### config.mk
export PLATFORM = sky130hd
export DESIGN_NAME = eth_gt_bringup_sequencer
export DESIGN_NICKNAME = d
export VERILOG_FILES = /design/src/rtl/eth_gt_pkg.sv /design/src/rtl/eth_gt_bringup_sequencer_sync.sv /design/src/rtl/eth_gt_bringup_sequencer.sv
export SDC_FILE = /design/constraint.sdc
export NUM_CORES = 1
export LEC_CHECK = 0
export ABC_CLOCK_PERIOD_IN_PS = 2950
export BUFFER_PORTS_ARGS = -buffer_cell sky130_fd_sc_hd__buf_4
export CAP_MARGIN = 40
export CORE_MARGIN = 2
export CORE_UTILIZATION = 46
export CTS_BUF_LIST = sky130_fd_sc_hd__clkbuf_16
export DETAILED_ROUTE_END_ITERATION = 10
export HOLD_SLACK_MARGIN = 0.06
export SLEW_MARGIN = 20
export SYNTH_ARGS = -nofsm -noshare
export SYNTH_HDL_FRONTEND = slang
export SYNTH_SLANG_ARGS = --single-unit
### constraint.sdc
create_clock -name dclk -period 2.95 [get_ports dclk]
set_input_delay 0.59 -clock dclk [delete_from_list [all_inputs] [get_ports dclk]]
set_output_delay 0.59 -clock dclk [all_outputs]
set_load 0.05 [all_outputs]
### src/rtl/eth_gt_pkg.sv
// Shared state encoding and constants for the GT quad bring-up sequencer.
package eth_gt_pkg;

    typedef enum logic [3:0] {
        ST_RESET      = 4'd0,
        ST_WAIT_PG    = 4'd1,
        ST_QPLL_RST   = 4'd2,
        ST_WAIT_LOCK  = 4'd3,
        ST_GT_RST     = 4'd4,
        ST_WAIT_DONE  = 4'd5,
        ST_WAIT_BLOCK = 4'd6,
        ST_RUN        = 4'd7,
        ST_FAIL       = 4'd8
    } gt_state_t;

    localparam logic [3:0] RETRY_SAT = 4'd15;

    function automatic logic [3:0] retry_inc(input logic [3:0] r);
        return (r == RETRY_SAT) ? RETRY_SAT : r + 4'd1;
    endfunction

endpackage

### src/rtl/eth_gt_bringup_sequencer_sync.sv
// Two-flop synchroniser bank for asynchronous status inputs; clears to 0 on reset.
module gt_sync_2ff #(
    parameter int W = 1
) (
    input  logic         clk,
    input  logic         rst,
    input  logic [W-1:0] d,
    output logic [W-1:0] q
);

    logic [W-1:0] meta_reg;
    logic [W-1:0] sync_reg;

    always_ff @(posedge clk or posedge rst) begin
        if (rst) begin
            meta_reg <= '0;
            sync_reg <= '0;
        end else begin
            meta_reg <= d;
            sync_reg <= meta_reg;
        end
    end

    assign q = sync_reg;

endmodule

### src/rtl/eth_gt_bringup_sequencer.sv
// Timed, retrying bring-up of a shared GTH quad: QPLL resets, per-channel
// gtwiz_reset_all, then Ethernet core resets; re-sequences on lock loss or restart.
module eth_gt_bringup_sequencer
    import eth_gt_pkg::*;
#(
    parameter int NCH          = 2,
    parameter int QPLL_RST_CYC = 128,
    parameter int GT_RST_CYC   = 64,
    parameter int LOCK_TMO     = 1048576,
    parameter int DONE_TMO     = 1048576,
    parameter int BLK_TMO      = 4194304,
    parameter int MAX_RETRY    = 3,
    parameter int CNT_W        = 24
) (
    input  logic           dclk,
    input  logic           sys_reset,
    input  logic           restart_in,
    input  logic [NCH-1:0] gtpowergood_in,
    input  logic           qpll0lock_in,
    input  logic           qpll1lock_in,
    input  logic [NCH-1:0] tx_done_in,
    input  logic [NCH-1:0] rx_done_in,
    input  logic [NCH-1:0] block_lock_in,
    output logic           qpll0reset_out,
    output logic           qpll1reset_out,
    output logic [NCH-1:0] gtwiz_reset_all_out,
    output logic [NCH-1:0] core_reset_out,
    output logic           link_up_out,
    output logic           fail_out,
    output logic [3:0]     state_out,
    output logic [3:0]     retry_cnt_out
);

    localparam int SW = 3 + 4 * NCH;
    localparam logic [CNT_W-1:0] QPLL_LAST = CNT_W'(QPLL_RST_CYC - 1);
    localparam logic [CNT_W-1:0] GT_LAST   = CNT_W'(GT_RST_CYC - 1);
    localparam logic [CNT_W-1:0] LOCK_LAST = CNT_W'(LOCK_TMO - 1);
    localparam logic [CNT_W-1:0] DONE_LAST = CNT_W'(DONE_TMO - 1);
    localparam logic [CNT_W-1:0] BLK_LAST  = CNT_W'(BLK_TMO - 1);

    logic [SW-1:0]  raw_bus;
    logic [SW-1:0]  sync_bus;
    logic           restart_sync;
    logic           lock0_sync;
    logic           lock1_sync;
    logic [NCH-1:0] pg_sync;
    logic [NCH-1:0] txd_sync;
    logic [NCH-1:0] rxd_sync;
    logic [NCH-1:0] blk_sync;

    assign raw_bus = {restart_in, qpll0lock_in, qpll1lock_in, gtpowergood_in,
                      tx_done_in, rx_done_in, block_lock_in};

    gt_sync_2ff #(.W(SW)) u_sync (
        .clk (dclk),
        .rst (sys_reset),
        .d   (raw_bus),
        .q   (sync_bus)
    );

    assign {restart_sync, lock0_sync, lock1_sync, pg_sync,
            txd_sync, rxd_sync, blk_sync} = sync_bus;

    gt_state_t      state_reg, state_next;
    logic [CNT_W-1:0] timer_reg;
    logic [3:0]     retry_reg, retry_next;
    logic           restart_q_reg;
    logic           qpll_rst_reg;
    logic [NCH-1:0] gt_rst_reg;
    logic [NCH-1:0] core_rst_reg;
    logic           link_reg;
    logic           fail_reg;

    logic restart_edge, pg_all, lock_ok, done_all, blk_all, tmo;

    assign restart_edge = restart_sync & ~restart_q_reg;
    assign pg_all       = &pg_sync;
    assign lock_ok      = lock0_sync & lock1_sync;
    assign done_all     = (&txd_sync) & (&rxd_sync);
    assign blk_all      = &blk_sync;

    always_comb begin
        state_next = state_reg;
        retry_next = retry_reg;
        tmo        = 1'b0;
        // Power loss outranks everything once past WAIT_PG and leaves the retry count alone.
        if (state_reg != ST_RESET && state_reg != ST_WAIT_PG && !pg_all) begin
            state_next = ST_WAIT_PG;
        end else begin
            case (state_reg)
                ST_RESET:      state_next = ST_WAIT_PG;
                ST_WAIT_PG:    if (pg_all) state_next = ST_QPLL_RST;
                ST_QPLL_RST:   if (timer_reg == QPLL_LAST) state_next = ST_WAIT_LOCK;
                ST_WAIT_LOCK:  if (lock_ok) state_next = ST_GT_RST;
                               else if (timer_reg == LOCK_LAST) tmo = 1'b1;
                ST_GT_RST:     if (timer_reg == GT_LAST) state_next = ST_WAIT_DONE;
                ST_WAIT_DONE:  if (done_all) state_next = ST_WAIT_BLOCK;
                               else if (timer_reg == DONE_LAST) tmo = 1'b1;
                ST_WAIT_BLOCK: if (blk_all) begin
                                   state_next = ST_RUN;
                                   retry_next = 4'd0;
                               end else if (timer_reg == BLK_LAST) tmo = 1'b1;
                ST_RUN:        if (!lock_ok) state_next = ST_QPLL_RST;
                               else if (!blk_all || restart_edge) state_next = ST_GT_RST;
                ST_FAIL:       if (restart_edge) begin
                                   state_next = ST_QPLL_RST;
                                   retry_next = 4'd0;
                               end
                default:       state_next = ST_RESET;
            endcase
            if (tmo) begin
                retry_next = retry_inc(retry_reg);
                state_next = (int'(retry_next) < MAX_RETRY) ? ST_QPLL_RST : ST_FAIL;
            end
        end
    end

    // Outputs are decoded from the next state so they line up with state_reg.
    always_ff @(posedge dclk or posedge sys_reset) begin
        if (sys_reset) begin
            state_reg     <= ST_RESET;
            timer_reg     <= '0;
            retry_reg     <= 4'd0;
            restart_q_reg <= 1'b0;
            qpll_rst_reg  <= 1'b1;
            gt_rst_reg    <= '1;
            core_rst_reg  <= '1;
            link_reg      <= 1'b0;
            fail_reg      <= 1'b0;
        end else begin
            state_reg     <= state_next;
            timer_reg     <= (state_next != state_reg) ? '0 : timer_reg + 1'b1;
            retry_reg     <= retry_next;
            restart_q_reg <= restart_sync;
            qpll_rst_reg  <= state_next inside {ST_RESET, ST_WAIT_PG, ST_QPLL_RST, ST_FAIL};
            gt_rst_reg    <= {NCH{!(state_next inside {ST_WAIT_DONE, ST_WAIT_BLOCK, ST_RUN})}};
            core_rst_reg  <= {NCH{!(state_next inside {ST_WAIT_BLOCK, ST_RUN})}};
            link_reg      <= (state_next == ST_RUN);
            fail_reg      <= (state_next == ST_FAIL);
        end
    end

    assign qpll0reset_out      = qpll_rst_reg;
    assign qpll1reset_out      = qpll_rst_reg;
    assign gtwiz_reset_all_out = gt_rst_reg;
    assign core_reset_out      = core_rst_reg;
    assign link_up_out         = link_reg;
    assign fail_out            = fail_reg;
    assign state_out           = state_reg;
    assign retry_cnt_out       = retry_reg;

endmodule

==> results.ini, run 1 <==
[status]
status = complete, no violations

[critical_path]
critPathCaptureType = flop
slowest_stage = dfrtp_1
arrival_ps = 2860
r2r_end = timer_reg[1]
r2r_cells = 8
cp_num_buf_inv = 0
r2r_slack_ps = 300
cpPeakStageDelay_ps = 410
critical_path_class = flop to flop
cp.required_ps = 3160
crit_family = simple AND/OR/NAND/NOR gates
r2r-start = timer_reg[0]
cp_max_fo = 24
cp-start-kind = flop
crit_path_cell_trace = ha_1 -> and4_2 -> nand3_4 -> nor3_4 -> a21oi_2 -> a211o_1 -> a22o_4 -> nor4b_1

[grt]
grt_antenna_before_repair = 0
grt-ovfl-total = 0
grt_pass1_vias = 2067
grt_max_degree = 36
grt_pass1_wl_um = 10140
grtUsageTotal = 0.1780

[logic_synthesis]
synthAdderAreaFrac = 0.008365
synth_edf_count = 0
yosys.area.top_type = dfrtp_1
yosys_warnings = 0
seq_area_frac_synth = 0.5031
yosysUniqueCellTypes = 54
synth_top_family_by_area = simple AND/OR/NAND/NOR gates
synth_top_area_frac = 0.4768
synth.avg_cell_area_um2 = 11.42
synthTopCellsByArea = dfrtp_1 (48%), nor4_2 (8.4%), xnor2_1 (4.1%), dfstp_2 (2.6%), buf_6 (2.6%)
synth_xor_xnor_area_share = 0.06441
async_flop_share = 1.000
synth_compound_area_frac = 0.08783
syn_area_mm2 = 0.002992
yosys_most_used_dff = dfrtp_1
ys_ff_latch = 60
synth_mux_area_frac = 0.004601
synthSimpleGateAreaFrac = 0.2831
synth_nets = 277
netlist_instances = 262

[clock_network]
root_buffer = clkbuf_16
cts_post_setup_buffers_inserted = 0
worstSkewPairLatency_ps = 320
clkTransAtPathRegs_ps = 50
clock_path_buffers = 2
post_cts_resize_count = 0
cts_made_buffers = 9
cts_tree = done
htreeDepth = 3
cts_hold_buffers = 0
clock-sinks = 60

[drt]
route.vias.total = 2065
top_layer = met4
antenna_left = 0
wirelength_um = 5791
first_pass_iters = 4
drtIter0Drc = 79
vias_per_cell = 5.521
met3WireLength_um = 218
drc = 0
wl_met1_um = 2882
wire_per_inst_um = 15.48
dr_wl_met2_um = 2602

[sta]
layout_setup_ws_ps = 301.3
fin_skew_ps = 4.832
drv_slew = 0
hold_viol = 0
tightest_slew_ps = 717.5
tns_ps = 0
setup_viol = 0
rsz0062_at_grt = no
finalCritPeriodShare = 0.8979
max_freq_mhz = 377.5
fin_crit_ps = 2649
relSlewSlack = 0.5210

[floorplan]
die-area_mm2 = 0.007165
fp-row-count = 29
die_h_um = 84.65
fp.dieW_um = 84.65
pin_count = 29
initial_core_util = 0.4738
core_mm2 = 0.006314

[worst_hold_path]
min_from = u_sync.meta_reg[4]
hold_end = u_sync.q[4]
min-delay-path-class = flop to flop
hold_depth = 0

[power_and_ir_drop]
power_leakage_nw = 1.475
power_density_mw_per_mm2 = 813.7
ir_drop_v = 0.0006134
power_mw = 2.914

[cells_and_area]
final_nets = 307
insertedDiodeCount = 0
fillers = 540
largest_reg_flops = 24
syn_to_final_growth_pct = 19.70
layout-drive-gt1-share = 0.3131
fin_area_mm2 = 0.003581

[run]
max_cap_violations = 0

[placed_design]
dp_slack_ps = 329.9
io_buffers = 28
placed_area_mm2 = 0.003233
dp_hpwl_um = 3827
gp_congestion = 0.7863

layout make-up:
cell class              count  area [um^2]  area share
clock buffers               9        225.2     0.06289
clock inverters             7        122.6     0.03424
inverters                   7        26.28    0.007338
multi-input cells         182         1353      0.3777
flip-flops and latches     60         1505      0.4203
well taps                  77        96.34     0.02690
repair buffers             32        252.7     0.07058
per-layer routing:
metal / vias up / GRT usage
li1: 1018 / -
met3: 9 / 0.03343
met4: 0 / 0.07359
met2: 40 / 0.2656
met1: 998 / 0.2564
met5: - / 0
placed cells by master (no fill, tap or decap), types with 2 or more instances in the layout:
cell         n
and4_1       3
a211o_1      2
nor2b_1      2
xor2_1       8
nand2b_1     2
and2_2       2
nor4_2      20
nor4b_1      2
dfstp_2      3
nand2_2      2
nand2_1     20
dfrtp_1     57
a21oi_1     11
clkbuf_16    9
or3_4        2
nor3_1       6
buf_4       31
nand3_1     14
and3_1       3
nor3b_1      2
clkinvlp_4   2
a21oi_2      2
a31oi_1      4
nor4_1       7
inv_1        6
o21ai_0      3
nor2_1      18
xnor2_1     14
o22a_1       2
nand4_1      5
bufinv_16    3
ha_1         2
how the worst max path moves through the flow:
stage / start / end / slack (ps) / depth (start not counted)
floorplan: state_out[3] / timer_reg[14] / 460 / 8
global placement: timer_reg[0] / timer_reg[1] / 370 / 8
detailed placement: timer_reg[0] / timer_reg[2] / 330 / 8
CTS: timer_reg[0] / timer_reg[1] / 310 / 8
global route: timer_reg[0] / timer_reg[1] / 160 / 8
finish: timer_reg[0] / timer_reg[1] / 300 / 8
through the flow:
step	instances	hold slack (ps)	util
2_1_floorplan	262	331.2	-
3_3_place_gp	358	332.6	0.5121
4_1_cts	374	346.8	0.5672
3_5_place_dp	358	334.7	0.5121
5_1_grt	374	356.4	0.5672
6_report	374	345.1	0.5672
where the power goes:
| group | switching, mW | internal [mW] | leakage, nW | total (mW) |
|---|---|---|---|---|
| clock | 0.379 | 0.828 | 0.162 | 1.21 |
| sequential | 0.0740 | 0.877 | 0.768 | 0.951 |
| combinational | 0.512 | 0.244 | 0.544 | 0.755 |
| total | 0.965 | 1.95 | 1.47 | 2.91 |
cells by family (layout without fill, tap and decap cells):
family | Yosys count | after routing
buffers and inverters | 20 | 55
DFF | 60 | 60
xor gates and xnor gates | 22 | 22
and+or+nand+nor | 122 | 122
adders and majority gates | 2 | 2
AOI/OAI and AO/OA | 35 | 35
muxes | 1 | 1
cell usage after synthesis (6+ instances only):
cell type	n
nand2_1	20
nor2_1	19
nor3_1	6
a21oi_1	11
nand3_1	14
buf_6	7
nor4_2	20
xor2_1	8
inv_1	7
xnor2_1	14
nor4_1	7
dfrtp_1	57
Power figures use the tool's default switching activity.
==> inputs of run 2 (changes only) <==
MAX_ROUTING_LAYER = met4   (was not set)
==> run 2 against run 1 <==
Effect of this change: critical path depth unchanged; sequential share of layout area unchanged; combinational power about the same; setup slack got worse by 4.4 ps; via count increased by 0.24%; first-iteration DRC count increased by 18%; clock skew about the same; sequential cell count unchanged; final area unchanged.
==> results.ini, run 2 (synthesis gave the netlist of run 1 again) <==
[critical_path]
r2r_end = timer_reg[1]
cp-start-kind = flop
critical_path_class = flop to flop
cp.required_ps = 3160  ; about the same
arrival_ps = 2870  ; about the same
r2r_cells = 8  ; unchanged
cp_max_fo = 24  ; unchanged
r2r_slack_ps = 300  ; about the same
critPathCaptureType = flop
r2r-start = timer_reg[0]

[cells_and_area]
final_nets = 307  ; unchanged
syn_to_final_growth_pct = 19.70  ; unchanged
largest_reg_flops = 24  ; unchanged
final_cell_mix = dfrtp_1 (57), buf_4 (31), nand2_1 (20), nor4_2 (20), nor2_1 (18)
fin_util = 0.5672  ; unchanged
layout-drive-gt1-share = 0.3131  ; unchanged
insertedDiodeCount = 0  ; unchanged
final_common_cell = dfrtp_1
fillers = 540  ; unchanged
fin_cells = 374  ; unchanged

[clock_network]
worstSkewPairLatency_ps = 320  ; about the same
cts_post_setup_buffers_inserted = 0  ; unchanged
cts_hold_buffers = 0  ; unchanged
clock-sinks = 60  ; unchanged
cts_made_buffers = 9  ; unchanged
htreeDepth = 3  ; unchanged
clkTransAtPathRegs_ps = 50  ; about the same
cts_tree = done
root_buffer = clkbuf_16
post_cts_resize_count = 0  ; unchanged
clock_path_buffers = 2  ; unchanged

[sta]
setup_viol = 0  ; unchanged
finalCritPeriodShare = 0.8994  ; +0.001496
tightest_slew_ps = 717.8  ; +0.3238 ps
rsz0062_at_grt = no
hold_ws_ps = 345.1  ; -0.004000 ps
max_freq_mhz = 376.9  ; -0.17%
hold_viol = 0  ; unchanged
relSlewSlack = 0.5208  ; about the same
fin_crit_ps = 2653  ; +4.414 ps
drv_slew = 0  ; unchanged
fin_skew_ps = 4.989  ; +0.1569 ps
tns_ps = 0  ; unchanged

[floorplan]
die_h_um = 84.65  ; unchanged
fp-row-count = 29  ; unchanged
initial_core_util = 0.4738  ; unchanged
pin_count = 29  ; unchanged
core_mm2 = 0.006314  ; unchanged
fp.dieW_um = 84.65  ; unchanged
die-area_mm2 = 0.007165  ; unchanged

[worst_hold_path]
hold_end = u_sync.q[4]
min-delay-path-class = flop to flop
hold_depth = 0  ; unchanged
min_from = u_sync.meta_reg[4]

[power_and_ir_drop]
power_density_mw_per_mm2 = 812.8  ; -0.11%
clkPwrFrac = 0.414  ; about the same
p_int_mw = 1.949  ; about the same
power_mw = 2.910  ; -0.11%
sw_frac_of_total = 0.3304  ; -0.0007283
ir_drop_v = 0.0006124  ; -0.15%
switching_power_mw = 0.9616  ; -0.33%
power_leakage_nw = 1.475  ; unchanged
seq_power_share = 0.327  ; about the same
pwr-share-comb = 0.259  ; about the same

[drt]
drc = 0  ; unchanged
antenna_left = 0  ; unchanged
vias_per_cell = 5.535  ; +0.24%
wirelength_um = 5789  ; about the same
drtIter0Drc = 93  ; +18%
first_pass_iters = 4  ; unchanged
route.vias.total = 2070  ; +0.24%
wire_per_inst_um = 15.48  ; about the same

[grt]
grt-ovfl-total = 0  ; unchanged
grt_antenna_before_repair = 0  ; unchanged
grt_max_degree = 36  ; unchanged
grtUsageTotal = 0.1835  ; +0.005450
grt_pass1_wl_um = 10110  ; -0.28%
grt_pass1_vias = 2072  ; +0.24%

[placed_design]
dp_hpwl_um = 3827  ; unchanged
gp_congestion = 0.7973  ; +1.4%
dp.cells = 358  ; unchanged
io_buffers = 28  ; unchanged

[status]
status = complete, no violations

[run]
max_cap_violations = 0  ; unchanged

run 2: cell counts in the layout (fill, tap and decap cells not counted):
Identical to the previous run, type by type.
run 2: per-stage QoR:
stage                     worst slack, ps  instance area (um^2)
after floorplan                     458.2                  2992
after global placement              366.7                  3233
after detailed placement            329.9                  3233
after CTS                           314.6                  3581
after global routing                155.3                  3581
final                               296.9                  3581
run 2: worst max-delay path by stage:
stage / slack (ps) / startpoint / to
floorplan: 460 / state_out[3] / timer_reg[14]
global placement: 370 / timer_reg[0] / timer_reg[1]
detailed placement: 330 / timer_reg[0] / timer_reg[2]
CTS: 310 / timer_reg[0] / timer_reg[1]
global route: 160 / timer_reg[0] / timer_reg[1]
finish: 300 / timer_reg[0] / timer_reg[1]
run 2: final cells by class:
type,instances,area (um^2),area share
clock inverters,7,122.6,0.03424
flip-flops and latches,60,1505,0.4203
well taps,77,96.34,0.02690
repair buffers,32,252.7,0.07058
multi-input cells,182,1353,0.3777
clock buffers,9,225.2,0.06289
inverters,7,26.28,0.007338
run 2: metal layers:
metal | GRT usage | up-vias | share of wire
li1 | - | 1017 | -
met1 | 0.2558 | 1004 | 0.50
met2 | 0.2663 | 40 | 0.45
met3 | 0.03343 | 9 | 0.035
met4 | 0.07359 | 0 | 0.012
met5 | - | - | 0
run 2: worst max-delay path, stage by stage, from the launching register on:
cell and delay [ps]:
dfrtp_1 410, ha_1 230, and4_2 310, nand3_4 120, nor3_4 350, a21oi_2 160
a211o_1 260, a22o_4 360, nor4b_1 330
run 2: power groups by stage:
stage                     sequential, mW  clock, mW  combinational (mW)
after global routing               0.963       1.26               0.804
after global placement             0.962          0               0.753
after floorplan                    0.989          0               0.601
after detailed placement           0.964          0               0.757
final                              0.951       1.21               0.754
after CTS                          0.951       1.23               0.758
==> inputs of run 3 (changes only) <==
ABC_CLOCK_PERIOD_IN_PS = 3300   (was 2950)
CORE_ASPECT_RATIO = 0.9   (was not set)
RECOVER_POWER = 25   (was not set)
clock period = 3.3 ns   (was 2.95 ns; I/O delays follow)
==> run 3 against run 2 <==
Effect of this change: final cell count up 2.9%; global-route usage down 0.35 points; register-to-register slack better by 310 ps; worst hold slack worse by 1.9 ps; die area about the same; non-clock buffer count up 1; highest routed layer unchanged; sequential share of layout area up 0.088 points; maximum frequency down 1.6%; clock skew up 1.1 ps; sequential cell count unchanged.
==> results.ini, run 3 (synthesis gave the netlist of run 1 again) <==
[critical_path]
r2r_slack_ps = 600  ; +310 ps
critical_path_class = flop to flop
crit_start = state_out[1]
r2r_end = timer_reg[3]
r2r-start = state_out[1]
cp_max_fo = 24  ; unchanged
arrival_ps = 2890  ; +20 ps
critPathCaptureType = flop
r2r_cells = 8  ; unchanged
cp-start-kind = flop
cp.required_ps = 3490  ; +330 ps

[cells_and_area]
final_cell_mix = dfrtp_1 (57), nand2_1 (20), nor4_2 (20)
final_common_cell = dfrtp_1
final_nets = 308  ; +0.33%
layout-drive-gt1-share = 0.3087  ; -0.004406
fin_cells = 385  ; +2.9%
fillers = 557  ; +3.1%
insertedDiodeCount = 0  ; unchanged
largest_reg_flops = 24  ; unchanged
syn_to_final_growth_pct = 19.45

[grt]
grt-ovfl-total = 0  ; unchanged
grt_pass1_wl_um = 9522  ; -5.8%
grt_antenna_before_repair = 0  ; unchanged
grt_pass1_vias = 2010  ; -3.0%
grtUsageTotal = 0.1800  ; -0.003512
grt_max_degree = 35  ; -2.8%

[drt]
antenna_left = 0  ; unchanged
top_layer = met4
drc = 0  ; unchanged
dr_wl_met2_um = 2592  ; -1.6%
drtIter0Drc = 115  ; +24%
met3WireLength_um = 222  ; +8.3%
route.vias.total = 2066  ; -0.19%
wirelength_um = 5633  ; -2.7%
first_pass_iters = 4  ; unchanged
wire_per_inst_um = 14.63  ; -5.5%
wl_met1_um = 2809  ; -2.4%
vias_per_cell = 5.366  ; -3.0%

[sta]
tns_ps = 0  ; unchanged
drv_slew = 0  ; unchanged
relSlewSlack = 0.6403  ; +0.1196
max_freq_mhz = 370.7  ; -1.6%
rsz0062_at_grt = no
setup_viol = 0  ; unchanged
fin_skew_ps = 6.124  ; +1.135 ps
fin_crit_ps = 2697  ; +44.14 ps
hold_viol = 0  ; unchanged
finalCritPeriodShare = 0.8174  ; -0.08201
tightest_slew_ps = 539.5  ; -178.3 ps
layout_setup_ws_ps = 602.7  ; +305.9 ps

[placed_design]
dp_hpwl_um = 3897  ; +1.8%
gp_congestion = 0.8306  ; +4.2%
dp.cells = 369  ; +3.1%
io_buffers = 28  ; unchanged
dp_slack_ps = 587.9  ; +258.0 ps

[clock_network]
htreeDepth = 3  ; unchanged
clkTransAtPathRegs_ps = 50  ; about the same
cts_tree = done
post_cts_resize_count = 0  ; unchanged
clock-sinks = 60  ; unchanged
cts_made_buffers = 9  ; unchanged
cts_post_setup_buffers_inserted = 0  ; unchanged
cts_hold_buffers = 0  ; unchanged
worstSkewPairLatency_ps = 320  ; about the same
clock_path_buffers = 2  ; unchanged
root_buffer = clkbuf_16

[floorplan]
fp.dieW_um = 89.01  ; +5.2%
initial_core_util = 0.4813  ; +0.007439
die_h_um = 80.51  ; -4.9%
fp-row-count = 27  ; -6.9%
die-area_mm2 = 0.007165  ; about the same
pin_count = 29  ; unchanged
core_mm2 = 0.006216  ; -1.5%

[power_and_ir_drop]
ir_drop_v = 0.0004219  ; -31%
pwr-share-comb = 0.258  ; about the same
switching_power_mw = 0.8504  ; -12%
clkPwrFrac = 0.402  ; -0.012
power_leakage_nw = 1.469  ; -0.41%
sw_frac_of_total = 0.3412  ; +0.01082
seq_power_share = 0.341  ; +0.014
p_int_mw = 1.642  ; -16%
power_density_mw_per_mm2 = 697.4  ; -14%

[worst_hold_path]
min-delay-path-class = flop to flop
hold_depth = 0  ; unchanged
hold_end = u_sync.q[2]
min_from = u_sync.meta_reg[2]

[run]
max_cap_violations = 0  ; unchanged

[status]
status = complete, no violations

## run 3: cell count changes in the layout (fill, tap and decap cells not counted)
| cell | delta |
|---|---|
| inv_2 | -1 |
| clkbuf_4 | +12 |
| clkinv_4 | +1 |
| clkinvlp_4 | -1 |
| bufinv_16 | -1 |
| clkinv_2 | +1 |
| buf_4 | -12 |
| inv_1 | +1 |
| clkbuf_1 | +1 |
## run 3: area by class of cell
cell class | count | area [um^2] | share of cell area
clock buffer | 9 | 225.2 | 0.06303
clock inverter | 7 | 98.84 | 0.02766
inverter | 7 | 26.28 | 0.007353
multi-input combinational | 182 | 1353 | 0.3785
sequential | 60 | 1505 | 0.4212
tap | 87 | 108.9 | 0.03046
timing repair buffer | 33 | 256.5 | 0.07178
## run 3: per-stage QoR
step	cell area (um^2)	hold WS (ps)	power, mW	utilization
2_1_floorplan	2992	331.2	1.421	-
6_report	3573	343.2	2.492	0.5749
3_3_place_gp	3233	331.4	1.510	0.5201
4_1_cts	3577	270.3	2.523	0.5755
5_1_grt	3573	349.7	2.592	0.5749
3_5_place_dp	3253	335.5	1.515	0.5233
## run 3: worst max-delay path, stage by stage, from the launching register on
cell	delay, ps
dfrtp_1	670
and4bb_1	270
a2bb2oi_2	180
o41ai_1	90
or3_4	440
a21oi_4	170
mux2i_4	230
buf_4	370
nor4_1	120
## run 3: worst max-delay path by stage
stage / to / slack [ps] / depth (start not counted)
CTS: timer_reg[3] / 590 / 8
floorplan: timer_reg[14] / 810 / 8
finish: timer_reg[3] / 600 / 8
global placement: timer_reg[3] / 640 / 8
global route: timer_reg[2] / 490 / 8
detailed placement: timer_reg[2] / 590 / 8
## run 3: power by group through the flow
stage	Combinational (mW)	Clock (mW)	Sequential, mW
after floorplan	0.537	0	0.884
after global placement	0.647	0	0.864
after detailed placement	0.652	0	0.863
after CTS	0.652	1.02	0.849
after global routing	0.683	1.05	0.858
final	0.643	1.00	0.849
## run 3: per-layer routing
metal,global-route usage,vias up
met5,-,-
met3,0.05755,2
li1,-,1022
met2,0.2552,44
met1,0.2431,998
met4,0.06418,0
